==> src/rtl/bram_dump_pkg.sv <==
// Shared types and constants for the BRAM readback streamer.
package bram_dump_pkg;

  localparam int unsigned WORD_BYTES = 4;

  typedef enum logic [2:0] {
    StIdle  = 3'd0,
    StIssue = 3'd1,
    StWait  = 3'd2,
    StOut   = 3'd3,
    StFin   = 3'd4
  } dump_state_e;

endpackage

==> src/rtl/bram_dump.sv <==
// Walks a word range through the bram32 debug read port and streams each word,
// tagged with its byte address, on a valid/ready interface. One word in flight.
module bram_dump
  import bram_dump_pkg::*;
#(
  parameter int unsigned ADDR_WIDTH = 10,
  parameter int unsigned DATA_WIDTH = 32,
  parameter int unsigned CNT_WIDTH  = 9,
  parameter int unsigned RD_LATENCY = 1
) (
  input  logic                  clk,
  input  logic                  rst,
  input  logic                  start,
  input  logic [ADDR_WIDTH-1:0] start_addr,
  input  logic [CNT_WIDTH-1:0]  word_count,
  input  logic                  abort,
  output logic [ADDR_WIDTH-1:0] debug_addr,
  input  logic [DATA_WIDTH-1:0] debug_data,
  output logic                  m_valid,
  input  logic                  m_ready,
  output logic [DATA_WIDTH-1:0] m_data,
  output logic [ADDR_WIDTH-1:0] m_addr,
  output logic                  m_last,
  output logic                  busy,
  output logic                  done,
  output logic                  err
);

  localparam int unsigned SumW = ADDR_WIDTH + CNT_WIDTH + 2;
  localparam logic [SumW-1:0] MemBytes = SumW'(1) << ADDR_WIDTH;
  localparam logic [1:0] LatInit = (RD_LATENCY > 0) ? 2'(RD_LATENCY - 1) : 2'd0;

  // Widened so a range ending past the top of memory cannot wrap back into range.
  function automatic logic in_range(input logic [ADDR_WIDTH-1:0] a,
                                    input logic [CNT_WIDTH-1:0]  n);
    logic [SumW-1:0] end_addr;
    end_addr = SumW'(a) + SumW'(n) * SumW'(WORD_BYTES);
    return end_addr <= MemBytes;
  endfunction

  dump_state_e           state_q, state_d;
  logic [ADDR_WIDTH-1:0] cur_addr_q;
  logic [CNT_WIDTH-1:0]  remaining_q;
  logic [1:0]            lat_cnt_q;
  logic [ADDR_WIDTH-1:0] dbg_addr_q;
  logic [DATA_WIDTH-1:0] m_data_q;
  logic [ADDR_WIDTH-1:0] m_addr_q;
  logic                  m_last_q;
  logic                  err_q;
  logic                  start_bad;
  logic                  beat_hs;
  logic                  capture;

  assign start_bad = (start_addr[1:0] != 2'b00) || !in_range(start_addr, word_count);
  assign beat_hs   = (state_q == StOut) && m_ready;
  assign capture   = ((state_q == StIssue) && (RD_LATENCY == 0)) ||
                     ((state_q == StWait) && (lat_cnt_q == 2'd0));

  always_ff @(posedge clk) begin
    if (rst) begin
      state_q <= StIdle;
    end else begin
      state_q <= state_d;
    end
  end

  always_comb begin
    state_d = state_q;
    unique case (state_q)
      StIdle: begin
        if (start) begin
          if (start_bad || (word_count == '0)) begin
            state_d = StFin;
          end else begin
            state_d = StIssue;
          end
        end
      end
      StIssue: begin
        if (abort) begin
          state_d = StFin;
        end else if (RD_LATENCY == 0) begin
          state_d = StOut;
        end else begin
          state_d = StWait;
        end
      end
      StWait: begin
        if (abort) begin
          state_d = StFin;
        end else if (lat_cnt_q == 2'd0) begin
          state_d = StOut;
        end
      end
      StOut: begin
        if (abort) begin
          state_d = StFin;
        end else if (beat_hs) begin
          state_d = (remaining_q == CNT_WIDTH'(1)) ? StFin : StIssue;
        end
      end
      StFin:   state_d = StIdle;
      default: state_d = StIdle;
    endcase
  end

  always_ff @(posedge clk) begin
    if (rst) begin
      cur_addr_q  <= '0;
      remaining_q <= '0;
      lat_cnt_q   <= '0;
      dbg_addr_q  <= '0;
      m_data_q    <= '0;
      m_addr_q    <= '0;
      m_last_q    <= 1'b0;
      err_q       <= 1'b0;
    end else begin
      if ((state_q == StIdle) && start) begin
        cur_addr_q  <= start_addr;
        remaining_q <= word_count;
        err_q       <= start_bad;
      end
      if (state_q == StIssue) begin
        dbg_addr_q <= cur_addr_q;
        lat_cnt_q  <= LatInit;
      end
      if ((state_q == StWait) && (lat_cnt_q != 2'd0)) begin
        lat_cnt_q <= lat_cnt_q - 2'd1;
      end
      if (capture) begin
        m_data_q <= debug_data;
        m_addr_q <= cur_addr_q;
        m_last_q <= (remaining_q == CNT_WIDTH'(1));
      end
      // An abort coinciding with m_ready still consumes the beat.
      if (beat_hs) begin
        remaining_q <= remaining_q - CNT_WIDTH'(1);
        cur_addr_q  <= cur_addr_q + ADDR_WIDTH'(WORD_BYTES);
      end
    end
  end

  always_comb begin
    debug_addr = (state_q == StIssue) ? cur_addr_q : dbg_addr_q;
    m_valid    = (state_q == StOut);
    m_data     = m_data_q;
    m_addr     = m_addr_q;
    m_last     = m_last_q;
    busy       = (state_q != StIdle);
    done       = (state_q == StFin);
    err        = err_q;
  end

endmodule

==> config.mk <==
export PLATFORM = sky130hd
export DESIGN_NAME = bram_dump
export DESIGN_NICKNAME = d
export VERILOG_FILES = /design/src/rtl/bram_dump_pkg.sv /design/src/rtl/bram_dump.sv
export SDC_FILE = /design/constraint.sdc
export NUM_CORES = 1
export LEC_CHECK = 0
export BUFFER_PORTS_ARGS = -buffer_cell sky130_fd_sc_hd__buf_2
export CORE_MARGIN = 4
export CORE_UTILIZATION = 46
export DETAILED_ROUTE_END_ITERATION = 10
export GPL_TIMING_DRIVEN = 0
export PLACE_DENSITY = 0.79
export SLEW_MARGIN = 20
export SYNTH_ARGS = -nofsm -noshare
export SYNTH_HDL_FRONTEND = slang
export SYNTH_SLANG_ARGS = --single-unit
==> constraint.sdc <==
create_clock -name clk -period 2 [get_ports clk]
set_input_delay 0.2 -clock clk [delete_from_list [all_inputs] [get_ports clk]]
set_output_delay 0.2 -clock clk [all_outputs]
set_load 0.01 [all_outputs]
Word-level counts from Yosys, hierarchy flattened

Index checks and enable logic that the tools add are counted.

Bits of input ports: 56
Register bits: 78
Output and inout bits: 57

Equal/unequal tests: 8
Add/sub/neg operators: 4
Reductions and logical operators: 16
Mux-type cells: 16
Order comparisons: 1

Operators by type and width:

| cell                    | number |
|---|---|
| $mux W10                | 3 |
| $mux W3                 | 8 |
| $mux W9                 | 2 |
| $add A10 B11 Y12        | 1 |
| $le A12 B11 Y1 const B  | 1 |
| $pmux W3 S4             | 1 |
| $add A10 B3 Y10 const B | 1 |
| $eq A9 B1 Y1 const B    | 1 |
| $logic_not A9 Y1        | 1 |
| $sub A9 B1 Y9 const B   | 1 |
| $reduce_bool A2 Y1      | 4 |
| $eq A3 B2 Y1 const B    | 2 |
| $ne A3 B2 Y1 const B    | 2 |
| $logic_and A1 B1 Y1     | 4 |
| $mux W2                 | 2 |
| $eq A3 B1 Y1 const B    | 1 |
| $eq A3 B3 Y1 const B    | 1 |
| $logic_not A3 Y1        | 1 |
| $reduce_and A3 Y1       | 1 |
| $reduce_bool A3 Y1      | 1 |
| $logic_not A2 Y1        | 1 |
| $logic_or A1 B1 Y1      | 2 |
| $ne A2 B2 Y1 const B    | 1 |
| $sub A2 B1 Y2 const B   | 1 |
| $logic_not A1 Y1        | 1 |

Logic depth before layout (Yosys ltp)

Gate-level depths: netlist (run 1).

Depth after elaboration: 8
Gate-level depth with buffers: 8
Mapped depth without buffers: 8

Worst setup path before layout (run 1)

No wires, ideal clock.

Path kind: input-to-reg
Start point: input port start_addr[2]
End point: register state_q[0]
Data required time: 1,941 ps
Slack: -21 ps
Cell stages on the path: 8
Buffers on the path: 0
Data arrival time: 1,961 ps
Library setup time: 59 ps
Cells stage by stage: ha_1 fa_1 nor4_1 o2111ai_1 a2111oi_0 o211ai_1 a21oi_1 a41o_1

Longest elaborated chain between the ends: 8

RTL lines:

| element              | RTL line        | source |
|---|---|---|
| from (decl)          | bram_dump.sv:14 | `input logic [ADDR_WIDTH-1:0] start_addr,` |
| $add A10 B11 Y12     | bram_dump.sv:37 | `end_addr = SumW'(a) + SumW'(n) * SumW'(WORD_BYTES);` |
| $le A12 B11 Y1       | bram_dump.sv:38 | `return end_addr <= MemBytes;` |
| $logic_not A1 Y1     | bram_dump.sv:54 | `assign start_bad = (start_addr[1:0] != 2'b00) \|\| !in_range(start_addr, word_count);` |
| $logic_or A1 B1 Y1   | bram_dump.sv:54 |  |
| $logic_or A1 B1 Y1   | bram_dump.sv:72 | `if (start_bad \|\| (word_count == '0)) begin` |
| $mux W3              | bram_dump.sv:72 |  |
| $mux W3              | bram_dump.sv:71 | `if (start) begin` |
| $pmux W3 S4          | bram_dump.sv:69 | `unique case (state_q)` |
| to (signal assigned) | bram_dump.sv:61 | `state_q <= StIdle;` |
| to (signal assigned) | bram_dump.sv:63 | `state_q <= state_d;` |
| to (decl)            | bram_dump.sv:41 | `dump_state_e state_q, state_d;` |

No other way between the ends. The select of a mux whose other input is x is not followed.
A chain may end at the register's enable or synchronous reset.

Final worst setup path (run 1)

Start point: register lat_cnt_q[0]
End point: register state_q[0]

Longest elaborated chain between the ends: 3

RTL lines:

| element                            | RTL line         | source |
|---|---|---|
| from (decl)                        | bram_dump.sv:44  | `logic [1:0] lat_cnt_q;` |
| from (signal assigned)             | bram_dump.sv:125 | `lat_cnt_q <= LatInit;` |
| from (signal assigned)             | bram_dump.sv:128 | `lat_cnt_q <= lat_cnt_q - 2'd1;` |
| $logic_not A2 Y1                   | bram_dump.sv:91  | `end else if (lat_cnt_q == 2'd0) begin` |
| $ne A3 B2 Y1 (no source line)      | n/a              |  |
| $reduce_and A3 Y1 (no source line) | n/a              |  |

No other way between the ends.

==> results of run 1 <==
-- layer usage --
metal / GRT usage / up-vias / share of wire / wire, um
met3: 0.0603 / 12 / 0.060 / 609
li1: - / 1848 / - / -
met2: 0.336 / 127 / 0.48 / 4910
met4: 0.0554 / 0 / 0.013 / 131
met5: 0 / - / 0 / 0
met1: 0.268 / 1710 / 0.45 / 4580
-- area by class of cell --
cell class                      instances  area, um2  area share
Multi-Input combinational cell        345       1980       0.428
Sequential cell                        78       1570       0.338
Timing Repair Buffer                  114        576       0.124
Buffer                                 24        143      0.0308
Tap cell                              102        128      0.0275
Clock buffer                            9        124      0.0267
Clock inverter                          6       87.6      0.0189
Inverter                                8       30.0     0.00648
-- cells by family after synthesis --
logic type                 Yosys count  synth area share
AOI/OAI and AO/OA                  125             0.199
xor gates and xnor gates             2           0.00476
adders and majority gates           13            0.0462
buffers and inverters               33            0.0449
DFF                                 78             0.424
muxes                               11            0.0336
and+or+nand+nor                    194             0.247
-- layout by cell type (no fill, tap or decap), types with 8 or more instances in the layout --
cell and instances:
inv_1 8, buf_2 115, clkbuf_1 11, a21oi_1 79, nand3_1 11, nor3_1 9, mux2_2 11, nand2b_1 8
nor2b_1 14, o21ai_0 8, nor2_1 25, nand2_1 102, dfxtp_1 74, ha_1 11, clkbuf_8 12
-- Yosys cell counts, types with 2 or more instances --
master	count
nand2_1	102
a21oi_1	80
dfxtp_1	78
nor2_1	26
clkbuf_1	16
nor2b_1	14
ha_1	12
mux2_2	11
nand3_1	11
nor3_1	9
inv_1	8
nand2b_1	8
o21ai_0	8
buf_2	5
nor4_1	5
a31oi_1	4
and3_1	4
o211ai_1	4
a211oi_1	3
a21o_1	3
a221oi_1	3
clkbuf_8	3
o22ai_1	3
a21oi_2	2
a22oi_1	2
a32oi_1	2
and2_1	2
nor3b_1	2
o21a_1	2
or3_1	2
-- power groups by stage --
stage,Clock (mW),Combinational (mW),Sequential [mW]
detailed placement,0,0.411,1.67
floorplan,0,0.263,1.66
global route,1.36,0.472,1.64
finish,1.26,0.430,1.63
CTS,1.28,0.419,1.63
global placement,0,0.403,1.67
-- through the flow --
stage / util / std cells / power, mW / TNS, ns
global placement: 0.563 / 670 / 2.07 / -1.55
detailed placement: 0.563 / 670 / 2.08 / -1.50
CTS: 0.592 / 685 / 3.33 / 0
global route: 0.597 / 686 / 3.47 / 0
finish: 0.597 / 686 / 3.33 / 0
floorplan: - / 456 / 1.92 / -0.00359
-- registers in the layout, indices dropped and copies added, names as in the netlist --
signal / cells
cur_addr_q: 10
dbg_addr_q: 10
err: 1
lat_cnt_q: 2
m_addr: 10
m_data: 32
m_last: 1
remaining_q: 9
state_q: 3
-- worst max path at each step --
stage                   from  slack [ns]       endpoint  cells past startpoint
2_1_floorplan  start_addr[2]      -0.004     state_q[0]                      8
3_3_place_gp   start_addr[2]       -0.53            err                      9
3_5_place_dp   start_addr[2]       -0.52     state_q[0]                      9
4_1_cts         lat_cnt_q[0]       0.002     state_q[0]                      8
5_1_grt           state_q[1]       0.002  debug_addr[2]                      4
6_report        lat_cnt_q[0]        0.07     state_q[0]                      8
-- timing repair --
action                     CTS  global route
pin swaps                    6             5
gates resized for setup      5            22
buffers inserted             0             1
setup endpoints to repair   13            56
cloned                       0             1
-- worst reg2reg max path: cells and delay by family (launching register included) --
family	cells	cell delay [ns]
AOI/OAI and AO/OA	3	0.44
and+or+nand+nor	3	0.75
adders and majority gates	1	0.23
DFF	1	0.36
buffers and inverters	1	0.05
==> flow_metrics.env, run 1 <==
export IMPL_cts_hold_buf=0
export IMPL_status="finished clean"
export IMPL_ys_seq_area_frac=0.424
export IMPL_period_share=0.967
export IMPL_yosys_warnings=0
export IMPL_dr_pass1_iters=5
export IMPL_switching_share=0.256
export IMPL_grt_pass1_wl_um=16100
export IMPL_postRouteAntennaNets=0
export IMPL_criticalPathCategory="flip-flop to flip-flop"
export IMPL_intPower_mw=2.47
export IMPL_wirelength_um=10200
export IMPL_period_needed_ns=1.93
export IMPL_fmax_ghz=0.517
export IMPL_finClkSkew_ns=0.0125
export IMPL_io_pin_count=113
export IMPL_p_leak_nw=1.98
export IMPL_setup_viol=0
export IMPL_viasPerCell=5.39
export IMPL_cp_required_ns=2.24
export IMPL_end_kind="flip-flop"
export IMPL_drtIter0Drc=209
export IMPL_portBuffers=112
export IMPL_irDropWorstVdd_mv=0.379
export IMPL_combPwrFrac=0.129
export IMPL_gp_congestion=0.873
export IMPL_drive_gt1_frac=0.289
export IMPL_relSlewSlack=0.638
export IMPL_cts_tree="yes"
export IMPL_dieHeight_um=97.5
export IMPL_dieArea_um2=9500
export IMPL_synth_top_cells_by_area="dfxtp_1 (42%), a21oi_1 (11%), nand2_1 (10%)"
export IMPL_start_kind="flip-flop"
export IMPL_power_frac_clock=0.380
export IMPL_min_from="debug_data[0]"
export IMPL_grt_max_degree=14
export IMPL_hold_path_class="primary input to flip-flop"
export IMPL_synth_nets=525
export IMPL_netlist_cell_type_count=52
export IMPL_rsz0062_at_grt="false"
export IMPL_yosysTopAreaCellShare=0.424
export IMPL_drv_cap=0
export IMPL_crit_fanout=4
export IMPL_core_region_area_um2=7770
export IMPL_fin_area_um2=4640
export IMPL_avgSynthCellArea_um2=8.08
export IMPL_slew_viol_final=0
export IMPL_regToRegEndpoint="state_q[0]"
export IMPL_critical_path_buf_inv_count=1
export IMPL_ys_seq_elements=78
export IMPL_routedWlPerCell_um=14.9
export IMPL_antennaDiodeCount=0
export IMPL_holdPathStages=3
export IMPL_rr_startpoint="lat_cnt_q[0]"
export IMPL_hold_end="m_data[0]"
export IMPL_synth_flop_cell="dfxtp_1"
export IMPL_grt_pass1_vias=3341
export IMPL_drcViolationCount=0
export IMPL_cts_buffers=9
export IMPL_fin_hold_ws_ns=0.0782
export IMPL_rows=32
export IMPL_grt_total_usage=0.206
export IMPL_slowest_stage="or4b_1"
export IMPL_power_switching_mw=0.853
export IMPL_final_setup_worst_slack_ns=0.0665
export IMPL_clockBufferDepth=2
export IMPL_synthCells=456
export IMPL_initial_core_util=0.474
export IMPL_cp_top_family="simple AND/OR/NAND/NOR gates"
export IMPL_die_w_um=97.5
export IMPL_power_density_nw_per_um2=718
export IMPL_yosys_area_top_type="dfxtp_1"
export IMPL_crit_chain="inv_1, ha_1, nor2b_1, or4b_1, o311a_1, nand3_1, o21ai_0, a41o_1"
export IMPL_dp_slack_ns=-0.522
export IMPL_overflow=0
export IMPL_dp_hpwl_um=7800
export IMPL_slowest_delay_ns=0.50
export IMPL_syn_area_um2=3680
export IMPL_fillerInstances=714
export IMPL_clk_pin_slew_worst_paths_ns=0.08
export IMPL_critPathArrivalTime_ns=2.17
export IMPL_grt_antenna_before_repair=0
export IMPL_clkLatencyLatePin_ns=0.35
export IMPL_seq_power_share=0.491
export IMPL_place_area_um2=4370
export IMPL_vias=3697
export IMPL_area_growth_pct=25.9
export IMPL_root_buffer="clkbuf_8"
export IMPL_layout_nets=649
export IMPL_worstMarginPinSlew_ns=0.543
export IMPL_r2r_setup_slack_ns=0.07
export IMPL_hold_viol=0
export IMPL_synth_edf_count=0
export IMPL_async_reset_ff_frac=0
export IMPL_ctsHtreeMaxLevel=3
export IMPL_r2r_cells=8
export IMPL_cts_sinks=78
Power figures use the tool's default switching activity.
==> run 2, diff against run 1 <==
--- a/config.mk
+++ b/config.mk
@@ -6,7 +6,6 @@
 export NUM_CORES = 1
 export LEC_CHECK = 0
 export BUFFER_PORTS_ARGS = -buffer_cell sky130_fd_sc_hd__buf_2
-export CORE_MARGIN = 4
 export CORE_UTILIZATION = 46
 export DETAILED_ROUTE_END_ITERATION = 10
 export GPL_TIMING_DRIVEN = 0
==> flow_metrics.env, run 2 (synthesized netlist as in run 1, its figures left out) <==
export IMPL_power_density_nw_per_um2=725
export IMPL_routedWlPerCell_um=14.5
export IMPL_p_leak_nw=1.99
export IMPL_status="finished clean"
export IMPL_vias=3827
export IMPL_antennaDiodeCount=0
export IMPL_relSlewSlack=0.597
export IMPL_fmax_ghz=0.505
export IMPL_worstMarginPinSlew_ns=0.605
export IMPL_portBuffers=112
export IMPL_slowest_delay_ns=0.37
export IMPL_dieHeight_um=91.5
export IMPL_critPathArrivalTime_ns=1.78
export IMPL_crit_chain="buf_2, nor3b_4, buf_4, mux2_2, buf_2"
export IMPL_power_switching_mw=0.889
export IMPL_grt_max_degree=15
export IMPL_gp_congestion=0.853
export IMPL_criticalPathCategory="flip-flop to primary output"
export IMPL_cp_top_family="buffers and inverters"
export IMPL_crit_top_cell="buf_2"
export IMPL_area_growth_pct=26.4
export IMPL_slowest_stage="mux2_2"
export IMPL_irDropWorstVdd_mv=0.455
export IMPL_power_frac_clock=0.389
export IMPL_ctsHtreeMaxLevel=3
export IMPL_postRouteAntennaNets=0
export IMPL_switching_share=0.264
export IMPL_final_common_cell="buf_2"
export IMPL_io_pin_count=113
export IMPL_hold_viol=0
export IMPL_dp_hpwl_um=7500
export IMPL_cts_tree="yes"
export IMPL_drive_gt1_frac=0.292
export IMPL_drtIter0Drc=261
export IMPL_critical_path_buf_inv_count=3
export IMPL_start_kind="flip-flop"
export IMPL_overflow=0
export IMPL_cts_sinks=78
export IMPL_cp_required_ns=1.80
export IMPL_viasPerCell=5.56
export IMPL_drv_cap=0
export IMPL_combPwrFrac=0.127
export IMPL_largest_reg_flops=32
export IMPL_clkLatencyLatePin_ns=0.35
export IMPL_rows=32
export IMPL_rsz0062_at_grt="true"
export IMPL_die_w_um=91.5
export IMPL_core_region_area_um2=7730
export IMPL_cts_hold_buf=0
export IMPL_intPower_mw=2.48
export IMPL_initial_core_util=0.477
export IMPL_hold_path_class="primary input to flip-flop"
export IMPL_period_needed_ns=1.98
export IMPL_cts_buffers=9
export IMPL_setup_tns_ns=0
export IMPL_grt_total_usage=0.242
export IMPL_slew_viol_final=0
export IMPL_seq_power_share=0.484
export IMPL_clockBufferDepth=2
export IMPL_fin_hold_ws_ns=0.0789
export IMPL_setup_viol=0
export IMPL_grt_pass1_vias=3463
export IMPL_final_cell_mix="buf_2 (116), nand2_1 (102), a21oi_1 (79), dfxtp_1 (77), nor2_1 (24)"
export IMPL_finClkSkew_ns=0.00862
export IMPL_wirelength_um=9990
export IMPL_grt_pass1_wl_um=16100
export IMPL_end_kind="primary output"
export IMPL_layout_nets=650
export IMPL_clk_pin_slew_worst_paths_ns=0.09
export IMPL_dieArea_um2=8370
export IMPL_root_buffer="clkbuf_8"
export IMPL_period_share=0.991
export IMPL_grt_antenna_before_repair=0
export IMPL_dr_pass1_iters=4
export IMPL_crit_fanout=10
export IMPL_drcViolationCount=0
==> run 2: cell types whose count changed in the layout (fill, tap and decap cells not counted) <==
cell and change:
clkinvlp_4 +1, clkbuf_2 +1, buf_4 +1, inv_6 +2, clkinv_4 -2, dfxtp_2 -3
dfxtp_1 +3, nor2_1 -1, clkbuf_1 -1, a211oi_2 +1, buf_6 -1, buf_2 +1
a211oi_1 -1, nor2_4 +1
==> run 2: through the flow <==
step	cells	setup slack [ns]	power (mW)	utilization	area, um2
CTS	686	0.00233	3.37	0.596	4610
global placement	670	-0.516	2.06	0.566	4370
global route	688	-0.0313	3.51	0.602	4660
finish	688	0.0184	3.37	0.602	4660
detailed placement	670	-0.485	2.08	0.566	4370
floorplan	456	-0.00359	1.92	-	3680
==> run 2: layer usage <==
metal | share of wire | GRT usage | up-vias
met4 | 0.030 | 0.106 | 0
met3 | 0.058 | 0.0503 | 26
met5 | 0 | 0 | -
li1 | - | - | 1849
met2 | 0.47 | 0.390 | 157
met1 | 0.44 | 0.310 | 1795
==> run 2: repair_timing <==
action | in CTS | in global routing
gates cloned | 0 | 1
gates resized for setup | 5 | 23
setup buffers | 0 | 1
pin swaps | 5 | 3
setup endpoints to repair | 13 | 61
==> run 2: layout make-up <==
type	count	area, um2
multi-input cells	345	2000
inverters	8	30.0
clock buffers	9	124
repair buffers	114	576
fillers	705	3070
flip-flops and latches	78	1560
plain buffers	25	145
clock inverters	7	95.1
well taps	102	128
==> run 2: power groups by stage <==
stage | sequential, mW | combinational [mW] | clock (mW)
after detailed placement | 1.67 | 0.411 | 0
after global placement | 1.66 | 0.398 | 0
after floorplan | 1.66 | 0.263 | 0
final | 1.63 | 0.428 | 1.31
after global routing | 1.64 | 0.470 | 1.40
after CTS | 1.63 | 0.421 | 1.32
==> run 2: worst paths after layout <==
kind	start	to	slack, ns	depth (start not counted)
max	state_q[1]	debug_addr[4]	0.02	5
min	debug_data[14]	m_data[14]	0.08	3
max reg2reg	state_q[1]	state_q[0]	0.03	7
min reg2reg	m_data[23]	m_data[23]	0.46	2
==> run 2: worst reg2reg max path: cells and delay by family, from the launching register on <==
family          cells  cell delay [ns]
simple gates        3             0.89
flops               1             0.31
compound gates      3             0.46
buf+inv             1             0.21
==> run 3, diff against run 2 <==
--- a/config.mk
+++ b/config.mk
@@ -6,10 +6,12 @@
 export NUM_CORES = 1
 export LEC_CHECK = 0
 export BUFFER_PORTS_ARGS = -buffer_cell sky130_fd_sc_hd__buf_2
+export CAP_MARGIN = 15
 export CORE_UTILIZATION = 46
 export DETAILED_ROUTE_END_ITERATION = 10
 export GPL_TIMING_DRIVEN = 0
 export PLACE_DENSITY = 0.79
+export RECOVER_POWER = 50
 export SLEW_MARGIN = 20
 export SYNTH_ARGS = -nofsm -noshare
 export SYNTH_HDL_FRONTEND = slang
==> flow_metrics.env, run 3 (synthesized netlist as in run 1, its figures left out) <==
export IMPL_status="finished clean"
export IMPL_crit_top_cell="buf_2"
export IMPL_cp_top_family="buffers and inverters"
export IMPL_core_region_area_um2=7730
export IMPL_period_needed_ns=1.98
export IMPL_ctsHtreeMaxLevel=3
export IMPL_root_buffer="clkbuf_8"
export IMPL_p_leak_nw=1.80
export IMPL_drive_gt1_frac=0.217
export IMPL_slowest_delay_ns=0.37
export IMPL_antennaDiodeCount=0
export IMPL_start_kind="flip-flop"
export IMPL_crit_fanout=10
export IMPL_clk_pin_slew_worst_paths_ns=0.09
export IMPL_fin_hold_ws_ns=0.0788
export IMPL_die_w_um=91.5
export IMPL_layout_nets=650
export IMPL_dieHeight_um=91.5
export IMPL_vias=3784
export IMPL_drcViolationCount=0
export IMPL_routedWlPerCell_um=14.5
export IMPL_rsz0062_at_grt="true"
export IMPL_initial_core_util=0.477
export IMPL_period_share=0.991
export IMPL_drtIter0Drc=264
export IMPL_portBuffers=112
export IMPL_clockBufferDepth=2
export IMPL_cp_required_ns=1.80
export IMPL_slowest_stage="mux2_2"
export IMPL_irDropWorstVdd_mv=0.452
export IMPL_io_pin_count=113
export IMPL_gp_congestion=0.853
export IMPL_grt_antenna_before_repair=0
export IMPL_hold_path_class="primary input to flip-flop"
export IMPL_overflow=0
export IMPL_grt_pass1_wl_um=16100
export IMPL_rows=32
export IMPL_grt_total_usage=0.242
export IMPL_critical_path_buf_inv_count=3
export IMPL_cts_buffers=9
export IMPL_end_kind="primary output"
export IMPL_hold_viol=0
export IMPL_worstMarginPinSlew_ns=0.606
export IMPL_holdPathStages=3
export IMPL_cts_sinks=78
export IMPL_power_total_mw=3.37
export IMPL_final_cell_mix="nand2_1 (102), a21oi_1 (79), dfxtp_1 (77), buf_2 (72), clkbuf_1 (54)"
export IMPL_crit_chain="buf_2, nor3b_4, buf_4, mux2_2, buf_2"
export IMPL_power_density_nw_per_um2=733
export IMPL_criticalPathCategory="flip-flop to primary output"
export IMPL_setup_viol=0
export IMPL_cts_tree="yes"
export IMPL_postRouteAntennaNets=0
export IMPL_place_area_um2=4370
export IMPL_wirelength_um=10000
export IMPL_r2r_setup_slack_ns=0.03
export IMPL_dr_pass1_iters=5
export IMPL_fin_area_um2=4600
export IMPL_path_depth=5
export IMPL_dp_hpwl_um=7500
export IMPL_r2r_cells=7
export IMPL_grt_max_degree=15
export IMPL_dieArea_um2=8370
export IMPL_setup_tns_ns=0
export IMPL_area_growth_pct=24.9
export IMPL_largest_reg_flops=32
export IMPL_drv_cap=0
export IMPL_grt_pass1_vias=3463
export IMPL_viasPerCell=5.50
export IMPL_relSlewSlack=0.596
export IMPL_finClkSkew_ns=0.00771
export IMPL_critPathArrivalTime_ns=1.78
export IMPL_clkLatencyLatePin_ns=0.35
export IMPL_fmax_ghz=0.505
export IMPL_slew_viol_final=0
export IMPL_final_common_cell="nand2_1"
[run 3: worst paths after layout]
check	from	to
max	state_q[1]	debug_addr[4]
min	debug_data[16]	m_data[16]
max reg2reg	state_q[1]	state_q[0]
min reg2reg	m_data[23]	m_data[23]
[run 3: tightest hold or removal path: stages]
cell,delay [ns]
buf_2,0.10
nand2_1,0.05
a21oi_1,0.05
[run 3: through the flow]
step           setup WS [ns]   util  std cells
3_3_place_gp          -0.516  0.566        670
3_5_place_dp          -0.485  0.566        670
2_1_floorplan       -0.00359      -        456
4_1_cts              0.00233  0.596        686
5_1_grt              -0.0313  0.595        688
6_report              0.0189  0.595        688
[run 3: cell type report]
| type | count | area [um2] |
|---|---|---|
| well taps | 102 | 128 |
| clock inverters | 7 | 95.1 |
| flip-flops and latches | 78 | 1560 |
| repair buffers | 114 | 520 |
| fillers | 717 | 3130 |
| clock buffers | 9 | 124 |
| plain buffers | 25 | 145 |
| multi-input cells | 345 | 2000 |
| inverters | 8 | 30.0 |
[run 3: per-layer routing]
metal  global-route usage  wire, um  vias up
met5                    0         0        -
met4                0.106       278        0
met3               0.0503       573       24
met2                0.390      4710      149
met1                0.310      4450     1767
li1                     -         -     1844
[run 3: where the power goes]
group / leakage (nW) / total (mW) / switching, mW / internal, mW
Combinational: 1.06 / 0.427 / 0.240 / 0.187
Clock: 0.110 / 1.31 / 0.605 / 0.707
Sequential: 0.632 / 1.63 / 0.0444 / 1.59
Total: 1.80 / 3.37 / 0.890 / 2.48
[run 3: timing repair]
action,CTS,global route
gates cloned,0,1
endpoints found under the setup margin,13,61
hold buffers,0,0
pin swaps,5,3
setup buffers,0,1
gates resized for setup,5,23
